==> config.mk <==
export PLATFORM = sky130hd
export DESIGN_NAME = pipeline_hazard_ctrl
export DESIGN_NICKNAME = d
export VERILOG_FILES = /design/src/rtl/pipeline_hazard_ctrl.sv
export SDC_FILE = /design/constraint.sdc
export NUM_CORES = 1
export LEC_CHECK = 0
export CORE_ASPECT_RATIO = 0.75
export CORE_MARGIN = 4
export CORE_UTILIZATION = 29
export CTS_BUF_LIST = sky130_fd_sc_hd__clkbuf_8
export CTS_CLUSTER_DIAMETER = 150
export DETAILED_ROUTE_END_ITERATION = 10
export HOLD_SLACK_MARGIN = 0.05
export PLACE_DENSITY = 0.78
export SYNTH_ARGS = -nofsm -noshare
export SYNTH_HDL_FRONTEND = slang
export SYNTH_SLANG_ARGS = --single-unit
export TNS_END_PERCENT = 5
==> constraint.sdc <==
create_clock -name clk -period 1.65 [get_ports clk]
set_input_delay 0.33 -clock clk [delete_from_list [all_inputs] [get_ports clk]]
set_output_delay 0.33 -clock clk [all_outputs]
set_load 0.01 [all_outputs]
==> src/rtl/pipeline_hazard_ctrl.sv <==
// Hazard controller for a 5-stage pipeline.
// It produces the EX-stage forwarding selects, the load-use stall, the taken-branch
// flush and a whole-pipe freeze while data memory is busy. A watchdog latches an
// error after a long busy stretch.
// Optional perf counters are built only when HAZARD_PERF_CNT_EN is defined.
// Without that macro, stall_cnt and flush_cnt are tied to zero.
// Handshake: there is none. Every control output is a combinational function of the
// current-cycle stage info and the registered FSM state, with zero-cycle latency.
module pipeline_hazard_ctrl #(
    parameter int REG_ADDR_W  = 5,
    parameter int ZERO_REG    = 1,
    parameter int MEM_TIMEOUT = 16,
    parameter int CNT_W       = 32
) (
    input  logic                  clk,
    input  logic                  rst,
    input  logic                  id_valid,
    input  logic                  id_uses_rs1,
    input  logic                  id_uses_rs2,
    input  logic [REG_ADDR_W-1:0] id_rs1,
    input  logic [REG_ADDR_W-1:0] id_rs2,
    input  logic                  ex_valid,
    input  logic                  ex_mem_read,
    input  logic [REG_ADDR_W-1:0] ex_rd,
    input  logic [REG_ADDR_W-1:0] ex_rs1,
    input  logic [REG_ADDR_W-1:0] ex_rs2,
    input  logic                  mem_valid,
    input  logic                  mem_reg_write,
    input  logic [REG_ADDR_W-1:0] mem_rd,
    input  logic                  wb_valid,
    input  logic                  wb_reg_write,
    input  logic [REG_ADDR_W-1:0] wb_rd,
    input  logic                  branch_taken_ex,
    input  logic                  dmem_busy,
    output logic                  pc_write,
    output logic                  ifid_write,
    output logic                  idex_write,
    output logic                  exmem_write,
    output logic                  ifid_flush,
    output logic                  idex_flush,
    output logic                  idex_bubble,
    output logic                  memwb_bubble,
    output logic [1:0]            forward_a,
    output logic [1:0]            forward_b,
    output logic                  hazard_err,
    output logic [CNT_W-1:0]      stall_cnt,
    output logic [CNT_W-1:0]      flush_cnt
);

    localparam int WAIT_W = (MEM_TIMEOUT < 1) ? 1 : $clog2(MEM_TIMEOUT + 1);

    typedef enum logic [1:0] {ST_RUN = 2'd0, ST_FREEZE = 2'd1, ST_ERR = 2'd2} state_t;

    state_t            state_q, state_d;
    logic [WAIT_W-1:0] wait_cnt_q, wait_cnt_d;
    logic              load_use;

    // A producer matches a consumer register when it is valid and the addresses are equal.
    // With ZERO_REG set, x0 is never considered a match.
    function automatic logic reg_match(input logic vld, input logic [REG_ADDR_W-1:0] r,
                                       input logic [REG_ADDR_W-1:0] x);
        return vld && (x == r) && ((ZERO_REG == 0) || (r != '0));
    endfunction

    // A load in EX whose destination is read by the valid instruction in ID.
    always_comb begin
        load_use = id_valid && ex_valid && ex_mem_read &&
                   ((id_uses_rs1 && reg_match(1'b1, id_rs1, ex_rd)) ||
                    (id_uses_rs2 && reg_match(1'b1, id_rs2, ex_rd)));
    end

    // State and busy-watchdog registers.
    always_ff @(posedge clk) begin
        if (rst) begin
            state_q    <= ST_RUN;
            wait_cnt_q <= '0;
        end else begin
            state_q    <= state_d;
            wait_cnt_q <= wait_cnt_d;
        end
    end

    // Next-state logic. wait_cnt counts consecutive busy cycles and saturates instead of wrapping.
    always_comb begin
        state_d    = state_q;
        wait_cnt_d = wait_cnt_q;
        case (state_q)
            ST_RUN: begin
                if (dmem_busy) begin
                    state_d    = ST_FREEZE;
                    wait_cnt_d = WAIT_W'(1);
                end
            end
            ST_FREEZE: begin
                if (!dmem_busy) begin
                    state_d    = ST_RUN;
                    wait_cnt_d = '0;
                end else if ((MEM_TIMEOUT != 0) && (wait_cnt_q == WAIT_W'(MEM_TIMEOUT))) begin
                    state_d = ST_ERR;
                end else if (wait_cnt_q != '1) begin
                    wait_cnt_d = wait_cnt_q + WAIT_W'(1);
                end
            end
            ST_ERR:  state_d = ST_ERR;
            default: state_d = ST_RUN;
        endcase
    end

    // Output logic. Priority is ERR, then freeze, then flush, then load-use stall, then normal.
    always_comb begin
        pc_write     = 1'b0;
        ifid_write   = 1'b0;
        idex_write   = 1'b0;
        exmem_write  = 1'b0;
        ifid_flush   = 1'b0;
        idex_flush   = 1'b0;
        idex_bubble  = 1'b0;
        memwb_bubble = 1'b0;
        forward_a    = 2'b00;
        forward_b    = 2'b00;
        if (!rst && (state_q != ST_ERR)) begin
            // EX/MEM is the younger producer, so it wins over MEM/WB.
            if (mem_reg_write && reg_match(mem_valid, ex_rs1, mem_rd))      forward_a = 2'b10;
            else if (wb_reg_write && reg_match(wb_valid, ex_rs1, wb_rd))    forward_a = 2'b01;
            if (mem_reg_write && reg_match(mem_valid, ex_rs2, mem_rd))      forward_b = 2'b10;
            else if (wb_reg_write && reg_match(wb_valid, ex_rs2, wb_rd))    forward_b = 2'b01;

            if (dmem_busy) begin
                // Hold everything upstream of MEM, including any taken branch sitting in EX.
                memwb_bubble = 1'b1;
            end else if (branch_taken_ex) begin
                // The instruction in ID is wrong-path, so a load-use stall on it is irrelevant.
                pc_write    = 1'b1;
                ifid_write  = 1'b1;
                idex_write  = 1'b1;
                exmem_write = 1'b1;
                ifid_flush  = 1'b1;
                idex_flush  = 1'b1;
            end else if (load_use) begin
                idex_write  = 1'b1;
                exmem_write = 1'b1;
                idex_bubble = 1'b1;
            end else begin
                pc_write    = 1'b1;
                ifid_write  = 1'b1;
                idex_write  = 1'b1;
                exmem_write = 1'b1;
            end
        end
    end

    assign hazard_err = (state_q == ST_ERR);

`ifdef HAZARD_PERF_CNT_EN
    logic [CNT_W-1:0] stall_cnt_q, stall_cnt_d;
    logic [CNT_W-1:0] flush_cnt_q, flush_cnt_d;

    // Saturating counters for stall cycles (pc held outside ERR) and flush cycles.
    always_comb begin
        stall_cnt_d = stall_cnt_q;
        flush_cnt_d = flush_cnt_q;
        if (!pc_write && (state_q != ST_ERR) && (stall_cnt_q != '1))
            stall_cnt_d = stall_cnt_q + CNT_W'(1);
        if (ifid_flush && (flush_cnt_q != '1))
            flush_cnt_d = flush_cnt_q + CNT_W'(1);
    end

    // Counter registers.
    always_ff @(posedge clk) begin
        if (rst) begin
            stall_cnt_q <= '0;
            flush_cnt_q <= '0;
        end else begin
            stall_cnt_q <= stall_cnt_d;
            flush_cnt_q <= flush_cnt_d;
        end
    end

    assign stall_cnt = stall_cnt_q;
    assign flush_cnt = flush_cnt_q;
`else
    assign stall_cnt = '0;
    assign flush_cnt = '0;
`endif

endmodule
# Word-level counts from Yosys, hierarchy flattened
# Cells that the tools add are included.
# totals
regBits	7
output_inout_bits	77
in_bits	48
# classes
n_eq_ne	15
reduce_logical	30
addsub	1
mux	30
# ops
op	n
$eq 5x5->1	6
$logic_and 1x1->1	20
$mux 5	4
$reduce_bool 5->1	4
$mux 1	17
$mux 2	7
$pmux 5 s2	1
$ne 3x3->1 const B	3
$pmux 2 s3	1
$add 5x1->5 const B	1
$eq 5x5->1 const B	1
$ne 5x5->1 const B	1
$ne 2x2->1 const B	2
$reduce_and 4->1	1
$eq 2x1->1 const B	1
$eq 2x2->1 const B	1
$logic_not 2->1	1
$reduce_and 2->1	1
$reduce_bool 2->1	1
$logic_not 1->1	1
$logic_or 1x1->1	1

# Depth between registers and ports, before layout
# logic_depth
depth_word	9
depth_mapped	7

# Worst setup path before layout
# No wires, ideal clock.
# synth_path
kind	register to output
from	reg state_q[0]
to	out pc_write
required_time_ps	1320
path_buffers	2
slack_ps	-35
stages_incl_launch_ff	7
t_arrival_ps	1355
cell_sequence	dfxtp_1 -> buf_6 -> nor2b_1 -> or2_1 -> nor2_2 -> and3_1 -> buf_4
# synth_via
elab_chain_cells	3
# synth_lines
element	line	source
from (decl)	54	state_t state_q, state_d;
from (signal assigned)	78	state_q <= state_d;
$ne 2x2->1	121	if (!rst && (state_q != ST_ERR)) begin
$logic_and 1x1->1	121	
$mux 1	--	
to (decl)	35	output logic pc_write,
# No other way between the ends.

# Worst setup path in the final report
# layout_path
from	in branch_taken_ex
to	out pc_write
# layout_via
elab_chain_cells	3
# layout_lines
element	line	source
from (decl)	33	input logic branch_taken_ex,
$mux 1	131	end else if (branch_taken_ex) begin
$mux 1	128	if (dmem_busy) begin
$mux 1	121	
# No other way between the ends.

==> reports/qor.yml <==
htreeDepth: 1
syn_area_per_cell_um2: 7.803
grt_use_total_pct: 11.85
grt_pass1_vias: 1334
avgViaCountPerCell: 4.126
fp.dieH_um: 68.60
status: "complete, but fails checks"
p_leak_nw: 0.9987
yosysWarningCount: 0
synth_flop_cell: "dfxtp_1"
final_area_mm2: 0.002130
critPathArrivalTime_ns: 1.44
placed_cell_area_mm2: 0.002021
layout_setup_ws_ns: -0.1178
cts_tree: "built"
avgRoutedWirePerCell_um: 11.83
numPortBuffers: 60
drive_above_1_share_pct: 30.86
worst_clock_skew_ns: 0.008641
maxCapViolations: 0
area_growth_pct: 49.96
clock.fmax_ghz: 0.5657
numCtsBuffers: 3
antenna_left: 0
place_congestion: 0.9003
ys_seq_area_share_pct: 9.868
hold_buffers: 0
synth-seq-cells: 7
diodes: 0
core_mm2: 0.004598
violations: "setup timing"
cts_buffer_depth: 2
grt_max_degree: 9
synth_cell_types: 40
routed_wl_mm: 3.858
initial_core_util_pct: 30.88
nets: 321
pre_cts_ws_ns: -0.9019
synth-async-reset-ratio_pct: 0
clkTransAtPathRegs_ns: 0.05
final_cell_mix: "64 x conb_1, 28 x buf_4, 27 x dlygate4sd2_1"
cts_sinks: 7
netlist_instances: 182
critPathKind: "input port to output port"
synth_edf_count: 0
final.min_clock_period_ns: 1.768
p_per_area_mw_per_mm2: 382.2
r2r_slack_ns: 0.03
dp_cells: 320
root_buffer: "clkbuf_8"
final_common_cell: "conb_1"
drt-pass1-iter-count: 4
die_w_um: 88.81
grt_antenna_before_repair: 0
finalNonFillerCells: 326
vias: 1345
crit_path_start_kind: "input port"
rows: 21
ios: 125
hp-class: "register to register"
peakVddDrop_v: 0.0001951
crit_fanout: 2
drt_iter0_drc: 25
required_ns: 1.32
grt_pass1_wl_mm: 5.768
endpoint_kind: "output port"
rsz0062_at_grt: "yes"
synthesis.area_mm2: 0.001420
period_share_pct: 107.1
clock_latency_ns: 0.24
setup_viol: 9
dieArea_mm2: 0.006092
final-hold-violation-count: 0
drv_slew: 0
hpwl_mm: 3.304
drc: 0
gr-total-overflow: 0
## flip-flops by register name, summed over array words and instances (netlist names)
register and cells:
wait_cnt_q 5, state_q 2
## path summary, 6_finish.rpt
kind | from | to | cells after the start
max | branch_taken_ex | pc_write | 6
min | wait_cnt_q[4]$_SDFFE_PP0P_ | wait_cnt_q[4]$_SDFFE_PP0P_ | 2
max reg2reg | wait_cnt_q[0]$_SDFFE_PP0P_ | wait_cnt_q[0]$_SDFFE_PP0P_ | 6
min reg2reg | wait_cnt_q[4]$_SDFFE_PP0P_ | wait_cnt_q[4]$_SDFFE_PP0P_ | 2
## cell families (layout without fill, tap and decap cells)
logic type | Yosys count | in the layout | synth area share, %
other cells | 1 | 64 | 0.2641
fa+ha+maj | 3 | 3 | 2.643
buf+inv | 74 | 98 | 37.80
simple gates | 48 | 48 | 19.47
xor+xnor | 28 | 28 | 17.27
flops | 7 | 7 | 9.868
compound gates | 21 | 21 | 12.69
## repair_timing
| action | 4_1_cts | 5_1_grt |
|---|---|---|
| buffers inserted | 1 | 1 |
| gates resized for setup | 141 | 12 |
| pin swaps | 25 | 13 |
| setup endpoints to repair | 14 | 17 |
## stage by stage
step / hold WS [ns] / TNS (ns) / utilization, % / power (mW)
6_report: 0.5324 / -0.6705 / 46.31 / 0.8140
5_1_grt: 0.5724 / -1.856 / 46.31 / 0.8681
4_1_cts: 0.5261 / -1.093 / 45.77 / 0.8125
3_5_place_dp: 0.5178 / -9.651 / 43.95 / 0.5649
3_3_place_gp: 0.5019 / -9.110 / 43.95 / 0.5593
2_1_floorplan: 0.4603 / 0 / - / 0.4692
## metal layers
layer | track usage (%) | share of wire, %
met1 | 12.74 | 36
met2 | 23.15 | 54
met3 | 3.444 | 9.3
met4 | 2.264 | 0.88
met5 | 0 | 0
## report_power, final
part           switching (mW)  internal (mW)  total (mW)
clock                  0.0866          0.165       0.251
combinational           0.208          0.178       0.387
sequential            0.00264          0.174       0.176
total                   0.297          0.517       0.814
## area by class of cell
class / count / area, µm²
clock buffers: 3 / 41.29
clock inverters: 1 / 5.005
fillers: 463 / 2469
inverters: 5 / 18.77
multi-input cells: 164 / 1106
flip-flops and latches: 7 / 142.6
well taps: 57 / 71.32
repair buffers: 89 / 744.5
## cells in the mapped netlist, types with 2 or more instances
library cell | n | area, µm²
nand2b_1 | 2 | 12.51
nor4_1 | 4 | 25.02
xnor2_1 | 12 | 105.1
nor2_1 | 7 | 26.28
nand2_1 | 6 | 22.52
a21oi_1 | 3 | 15.01
xor2_1 | 16 | 140.1
nor4b_1 | 2 | 17.52
o211ai_1 | 3 | 22.52
nand3_1 | 4 | 20.02
nor3_1 | 7 | 35.03
inv_1 | 5 | 18.77
ha_1 | 3 | 37.54
nand4b_1 | 2 | 17.52
dfxtp_1 | 7 | 140.1
a41oi_1 | 2 | 17.52
o2111ai_1 | 3 | 26.28
nand4_1 | 3 | 18.77
a311oi_1 | 3 | 26.28
buf_4 | 67 | 503.0
and3_1 | 2 | 12.51
## critical path, cell delays in order
cell	delay, ns
buf_6	0.09
nand4b_1	0.24
nor4_2	0.33
nand4_1	0.15
and3_4	0.18
buf_6	0.11
(Power assumes the default switching activity.)
